### src/rtl/lab3_cache_mem_arbiter.sv
// ============================================================================
// Module  : lab3_cache_mem_arbiter
// Brief   : Round-robin merge of icache/dcache memory requests onto one port,
//           with in-order response steering via an outstanding-ID FIFO.
// Revision: 1.0
// ============================================================================
`default_nettype none

module lab3_cache_mem_arbiter #(
  parameter int p_max_outstanding = 4
) (
  input  logic        clk,
  input  logic        reset,
  input  logic        req0_val,
  output logic        req0_rdy,
  input  logic [76:0] req0_msg,
  input  logic        req1_val,
  output logic        req1_rdy,
  input  logic [76:0] req1_msg,
  output logic        resp0_val,
  input  logic        resp0_rdy,
  output logic [46:0] resp0_msg,
  output logic        resp1_val,
  input  logic        resp1_rdy,
  output logic [46:0] resp1_msg,
  output logic        memreq_val,
  input  logic        memreq_rdy,
  output logic [76:0] memreq_msg,
  input  logic        memresp_val,
  output logic        memresp_rdy,
  input  logic [46:0] memresp_msg,
  output logic        err
);

  localparam int c_ptr_w = $clog2(p_max_outstanding);
  localparam int c_cnt_w = c_ptr_w + 1;

  logic                         prio_q, prio_d;
  logic                         lock_q, lock_d;
  logic                         locked_id_q, locked_id_d;
  logic                         err_q, err_d;
  logic [p_max_outstanding-1:0] ids_q, ids_d;
  logic [c_ptr_w-1:0]           wr_ptr_q, wr_ptr_d;
  logic [c_ptr_w-1:0]           rd_ptr_q, rd_ptr_d;
  logic [c_cnt_w-1:0]           count_q, count_d;

  logic w_full, w_empty, w_head, w_grant, w_req_fire, w_resp_fire;

  always_comb begin
    w_full  = (count_q == c_cnt_w'(p_max_outstanding));
    w_empty = (count_q == '0);
    w_head  = ids_q[rd_ptr_q];

    if (lock_q)                    w_grant = locked_id_q;
    else if (req0_val && req1_val) w_grant = prio_q;
    else                           w_grant = req1_val;

    memreq_val = reset & ~w_full & (req0_val | req1_val);
    memreq_msg = w_grant ? req1_msg : req0_msg;
    req0_rdy   = memreq_val & memreq_rdy & ~w_grant & req0_val;
    req1_rdy   = memreq_val & memreq_rdy &  w_grant & req1_val;
    w_req_fire = memreq_val & memreq_rdy;

    // With nothing outstanding, stray responses are drained and flagged.
    resp0_val   = reset & ~w_empty & ~w_head & memresp_val;
    resp1_val   = reset & ~w_empty &  w_head & memresp_val;
    memresp_rdy = reset & (w_empty | (w_head ? resp1_rdy : resp0_rdy));
    resp0_msg   = memresp_msg;
    resp1_msg   = memresp_msg;
    w_resp_fire = memresp_val & memresp_rdy & ~w_empty;
  end

  always_comb begin
    prio_d      = prio_q;
    lock_d      = lock_q;
    locked_id_d = locked_id_q;
    err_d       = err_q;
    ids_d       = ids_q;
    wr_ptr_d    = wr_ptr_q;
    rd_ptr_d    = rd_ptr_q;

    if (w_req_fire) begin
      lock_d          = 1'b0;
      prio_d          = ~w_grant;
      ids_d[wr_ptr_q] = w_grant;
      wr_ptr_d        = wr_ptr_q + c_ptr_w'(1);
    end else if (memreq_val) begin
      // Hold the presented request stable until memory accepts it.
      lock_d      = 1'b1;
      locked_id_d = w_grant;
    end

    if (w_resp_fire) rd_ptr_d = rd_ptr_q + c_ptr_w'(1);
    if (w_empty && memresp_val) err_d = 1'b1;

    count_d = count_q + c_cnt_w'(w_req_fire) - c_cnt_w'(w_resp_fire);
  end

  always_ff @(posedge clk) begin
    if (!reset) begin
      prio_q      <= 1'b0;
      lock_q      <= 1'b0;
      locked_id_q <= 1'b0;
      err_q       <= 1'b0;
      ids_q       <= '0;
      wr_ptr_q    <= '0;
      rd_ptr_q    <= '0;
      count_q     <= '0;
    end else begin
      prio_q      <= prio_d;
      lock_q      <= lock_d;
      locked_id_q <= locked_id_d;
      err_q       <= err_d;
      ids_q       <= ids_d;
      wr_ptr_q    <= wr_ptr_d;
      rd_ptr_q    <= rd_ptr_d;
      count_q     <= count_d;
    end
  end

  assign err = err_q;

endmodule

`default_nettype wire

### config.mk
export PLATFORM = sky130hd
export DESIGN_NAME = lab3_cache_mem_arbiter
export DESIGN_NICKNAME = d
export VERILOG_FILES = /design/src/rtl/lab3_cache_mem_arbiter.sv
export SDC_FILE = /design/constraint.sdc
export NUM_CORES = 1
export LEC_CHECK = 0
export CAP_MARGIN = 20
export CORE_AREA = 5 5 146 148
export DETAILED_ROUTE_END_ITERATION = 10
export DIE_AREA = 0 0 151 153
export PLACE_DENSITY = 0.59
export SLEW_MARGIN = 40
export SYNTH_ARGS = -nofsm -noshare
export SYNTH_HDL_FRONTEND = slang
export SYNTH_SLANG_ARGS = --single-unit
### constraint.sdc
create_clock -name clk -period 4.53 [get_ports clk]
set_clock_uncertainty 0.1 [all_clocks]
set_input_delay 0.906 -clock clk [delete_from_list [all_inputs] [get_ports clk]]
set_output_delay 0.906 -clock clk [all_outputs]
set_load 0.02 [all_outputs]
### Word-level counts from Yosys, hierarchy flattened

Cells that the tools add are included.

* bitwise operators: 23
* add/sub/neg operators: 4
* magnitude comparators: 3
* eq/ne operators: 1
* mux-type cells: 9
* reduce and logical (&&, ||, !) cells: 6

Operators by type and width (count)
* two-way mux 77 bit: 1
* AND 1 bit: 15
* < comparator 2 x 3 -> 1 bit, second input constant: 2
* NOT 1 bit: 6
* two-way mux 1 bit: 5
* adder 2 x 1 -> 2 bit, second input constant: 2
* bitwise mux 4 bit: 1
* adder 3 x 1 -> 3 bit: 1
* equality test 3 bit, second input constant: 1
* logical AND 1 bit: 3
* logical NOT 3 bit: 1
* subtractor 3 x 1 -> 3 bit: 1
* binary-select mux 1 bit (select 2 bit): 1
* demux 1 bit (select 2 bit): 1
* >= comparator 2 x 1 -> 1 bit, second input constant: 1
* OR 1 bit: 2
* AND reduction 2 bit: 1
* OR reduction 2 bit: 1

* register bits: 15
* input bits: 209

### Depth between registers and ports, before layout

* word-level depth: 8
* mapped depth: 12
* gate-level depth less buffers: 11

### Least setup slack after synthesis

OpenSTA, ideal clock, no wires.

* path type: input -> output
* start: in req0_val
* end: out req1_rdy
* cell stages on the path: 4
* slack: 1547 ps
* arrival: 1977 ps
* path through: nor2b_2 > o31a_4 > buf_6 > nor3_1

* longest elaborated chain between the ends: 5
* elaborated cells on any way between the ends: 8
* classes of those cells: 2 x mux; 5 x bitwise; 1 x reduce/logical

RTL lines
* start: declaration: RTL line 14 `input logic req0_val,`
* OR 1 bit / logical AND 1 bit (equally long branches): RTL line 58, 55
* AND 1 bit / two-way mux 1 bit (equally long branches): RTL line 58, 55
* AND 1 bit / two-way mux 1 bit (equally long branches): RTL line 61, 54
* AND 1 bit (*) (2 in a row): RTL line 61 `req1_rdy = memreq_val & memreq_rdy & w_grant & req1_val;`
* end: declaration: RTL line 18 `output logic req1_rdy,`

Mark *: on every way between the ends. The rest lies on a longest branch, timed or not.

### Worst setup path after layout

* start: in req1_val
* end: out memreq_msg[53]

* longest elaborated chain between the ends: 4

RTL lines
* start: declaration: RTL line 17 `input logic req1_val,`
* logical AND 1 bit: RTL line 55 `else if (req0_val && req1_val) w_grant = prio_q;`
* two-way mux 1 bit (*): RTL line 55
* two-way mux 1 bit (*): RTL line 54 `if (lock_q) w_grant = locked_id_q;`
* two-way mux 77 bit (*): RTL line 59 `memreq_msg = w_grant ? req1_msg : req0_msg;`
* end: declaration: RTL line 28 `output logic [76:0] memreq_msg,`

Marked as above.

==> flow_summary_export.csv <==
group,metric,value,unit
synthesis,synth-warning-count,0,
layout,final_layout_size_suffix_gt1_share,3.147,%
floorplanning,die_w,151,microns
layout,finalNetCount,789,
grt,grt_usage,9.159,%
synthesis,synth_area,2549,sq um
setup_path,slowest_delay,600,ps
cts,holdBufCountCts,0,
layout,post-route-util,23.45,%
power,total_power,1073,uW
detailed_routing,dr.pass1.iters,4,
sta,slew_violations,0,
layout,antenna_cells,0,
setup_path,crit_fanout,42,
detailed_routing,vias,2972,
sta,slew_headroom,69.82,%
cts,cts_inserted_buffers,3,
detailed_routing,routed_wl,11990,microns
sta,min_period,3975,ps
synthesis,synth.avg_cell_area,5.913,sq um
place,place_area,4589,sq um
grt,antenna_found_initial,0,
synthesis,ys_types,30,
setup_path,path_cells,"clkdlybuf4s50_1 > inv_2 > o31ai_4 > buf_4 > nand2_1 > nand2_1 > clkdlybuf4s50_1",
detailed_routing,wire_per_inst,14.24,microns
power,p_leak,0.002084,uW
hold_path,hp-class,"flip-flop to flip-flop",
synthesis,synth-seq-cells,15,
sta,tightest_slew,452.7,ps
synthesis,syn_nets,647,
grt,grt_pass1_wl,16670,microns
synthesis,syn_inst,431,
cts,root_buffer,"clkbuf_16",
layout,fin_area,4668,sq um
grt,first_global_vias,2980,
sta,finalHoldViolations,0,
layout,layout_commonest_cell,"clkdlybuf4s50_1",
synthesis,synth_seq_area_share,11.78,%
setup_path,cp-end-kind,"output port",
layout,finalNonFillerCells,842,
place,dpl.hpwl,10440,microns
setup_path,criticalPathCategory,"primary input to output port",
floorplanning,rows,52,
cts,cts_setup_buffers,0,
cts,clk_latency,240,ps
sta,rsz0062_at_grt,"false",
cts,clockBufferDepth,2,
setup_path,critPathLaunchType,"primary input",
cts,clk_pin_slew_worst_paths,50,ps
floorplanning,io_pins,387,
outcome,run_status,"complete, no violations",
grt,overflow,0,
place,gp_congestion,0.7529,
sta,clock.fmax,251.6,MHz
setup_path,cp.required,3520,ps
floorplanning,die-area,23100,sq um
power,power_per_cell_area,229.9,nW/um^2
floorplanning,core,19910,sq um
detailed_routing,viasPerCell,3.530,
detailed_routing,antenna_left,0,
detailed_routing,drc,0,
flow_run,maxCapViolations,0,
floorplanning,start_util,12.80,%
cts,cts_max_level,1,
detailed_routing,drtIter0Drc,114,
sta,period_share,87.76,%
sta,setup_violations,0,
sta,setup_tns,0,ps
cts,ctsResizeCount,0,
floorplanning,die_h,153,microns
layout,layout_common_cells,"244 x clkdlybuf4s50_1, 242 x nand2_1, 15 x dfxtp_1",
setup_path,cpMaxStageDelayCell,"clkdlybuf4s50_1",
power,peakVddDrop,0.1196,mV
cts,numClockSinks,15,
cts,cts_tree,"yes",
place,dp.cells,838,
layout,fillerInstances,2269,
grt,grt_max_degree,43,
setup_path,critPathArrivalTime,2970,ps
place,portBuffers,245,
layout,areaGrowthSynthToFinish,83.16,%
power breakdown:
part	switching [uW]	leakage (uW)	internal, uW	total (uW)
Sequential	16.5	0.000122	150	166
Clock	51.5	0.0000382	119	171
Combinational	350	0.00192	387	737
Total	418	0.00208	655	1070
registers in the layout (all words and copies together) (netlist names):
signal / count
ids_q: 4
count_q: 3
prio_q: 1
err: 1
wr_ptr_q: 2
locked_id_q: 1
lock_q: 1
rd_ptr_q: 2
Yosys cell counts:
cell type	n	area [sq um]
dfxtp_1	15	300.3
inv_1	5	18.77
nor2_1	4	15.01
o31a_4	1	17.52
o21ai_0	1	5.000
nor3b_2	3	37.54
o31ai_4	1	21.27
nand2_1	242	908.4
a21oi_1	1	5.000
and3b_1	1	8.760
o21bai_1	1	7.510
clkbuf_1	3	11.26
buf_4	100	750.7
nor2b_1	5	31.28
fa_1	1	20.02
ha_1	6	75.07
buf_2	9	45.04
buf_6	2	22.52
xnor2_1	3	26.28
or3_1	1	6.260
nor3_1	3	15.01
inv_2	1	3.750
and2_1	3	18.77
nand3_2	1	10.01
and3_1	1	6.260
mux2i_1	13	130.1
o211a_1	1	10.01
nor2b_2	1	8.760
a21boi_1	1	7.510
o21ai_1	1	5.000
logic make-up (layout without fill, tap and decap cells):
logic type,after synthesis,after routing,share of synthesized area (%)
xor+xnor,3,3,1.031
flops,15,15,11.78
mux,13,13,5.105
compound gates,8,8,3.093
buf+inv,120,261,33.43
fa+ha+maj,7,7,3.731
simple gates,265,265,41.83
critical path, delay by kind of cell:
kind,cells,cell delay (ps)
buf+inv,4,1590
simple gates,2,210
compound gates,1,220
metal layers:
layer  track usage [%]  routed length, microns
met1             8.089                    3631
met2             16.55                    5671
met3             6.515                    2410
met4             2.418                     278
met5                 0                       0
worst paths after layout:
check                   start        endpoint  slack, ps  cells after the start
setup / recovery     req1_val  memreq_msg[53]        550                      7
hold / removal       ids_q[0]        ids_q[0]        370                      2
setup reg to reg  rd_ptr_q[1]      count_q[2]       2020                     11
hold reg to reg      ids_q[0]        ids_q[0]        370                      2
cell type report:
class | instances | area [sq um] | area share (%)
Multi-Input combinational cell | 296 | 1396 | 29.91
Tap cell | 270 | 337.8 | 7.237
Sequential cell | 15 | 300.3 | 6.433
Clock buffer | 4 | 78.83 | 1.689
Timing Repair Buffer | 251 | 2532 | 54.25
Inverter | 6 | 22.52 | 0.4824
through the flow:
step	hold WS (ps)	setup WS (ps)
floorplan	337.8	1547
global placement	349.5	521.4
detailed placement	359.3	521.4
CTS	366.9	520.3
global route	393.4	393.5
finish	365.4	554.7
Note: power is estimated with default switching activity, not from simulation.
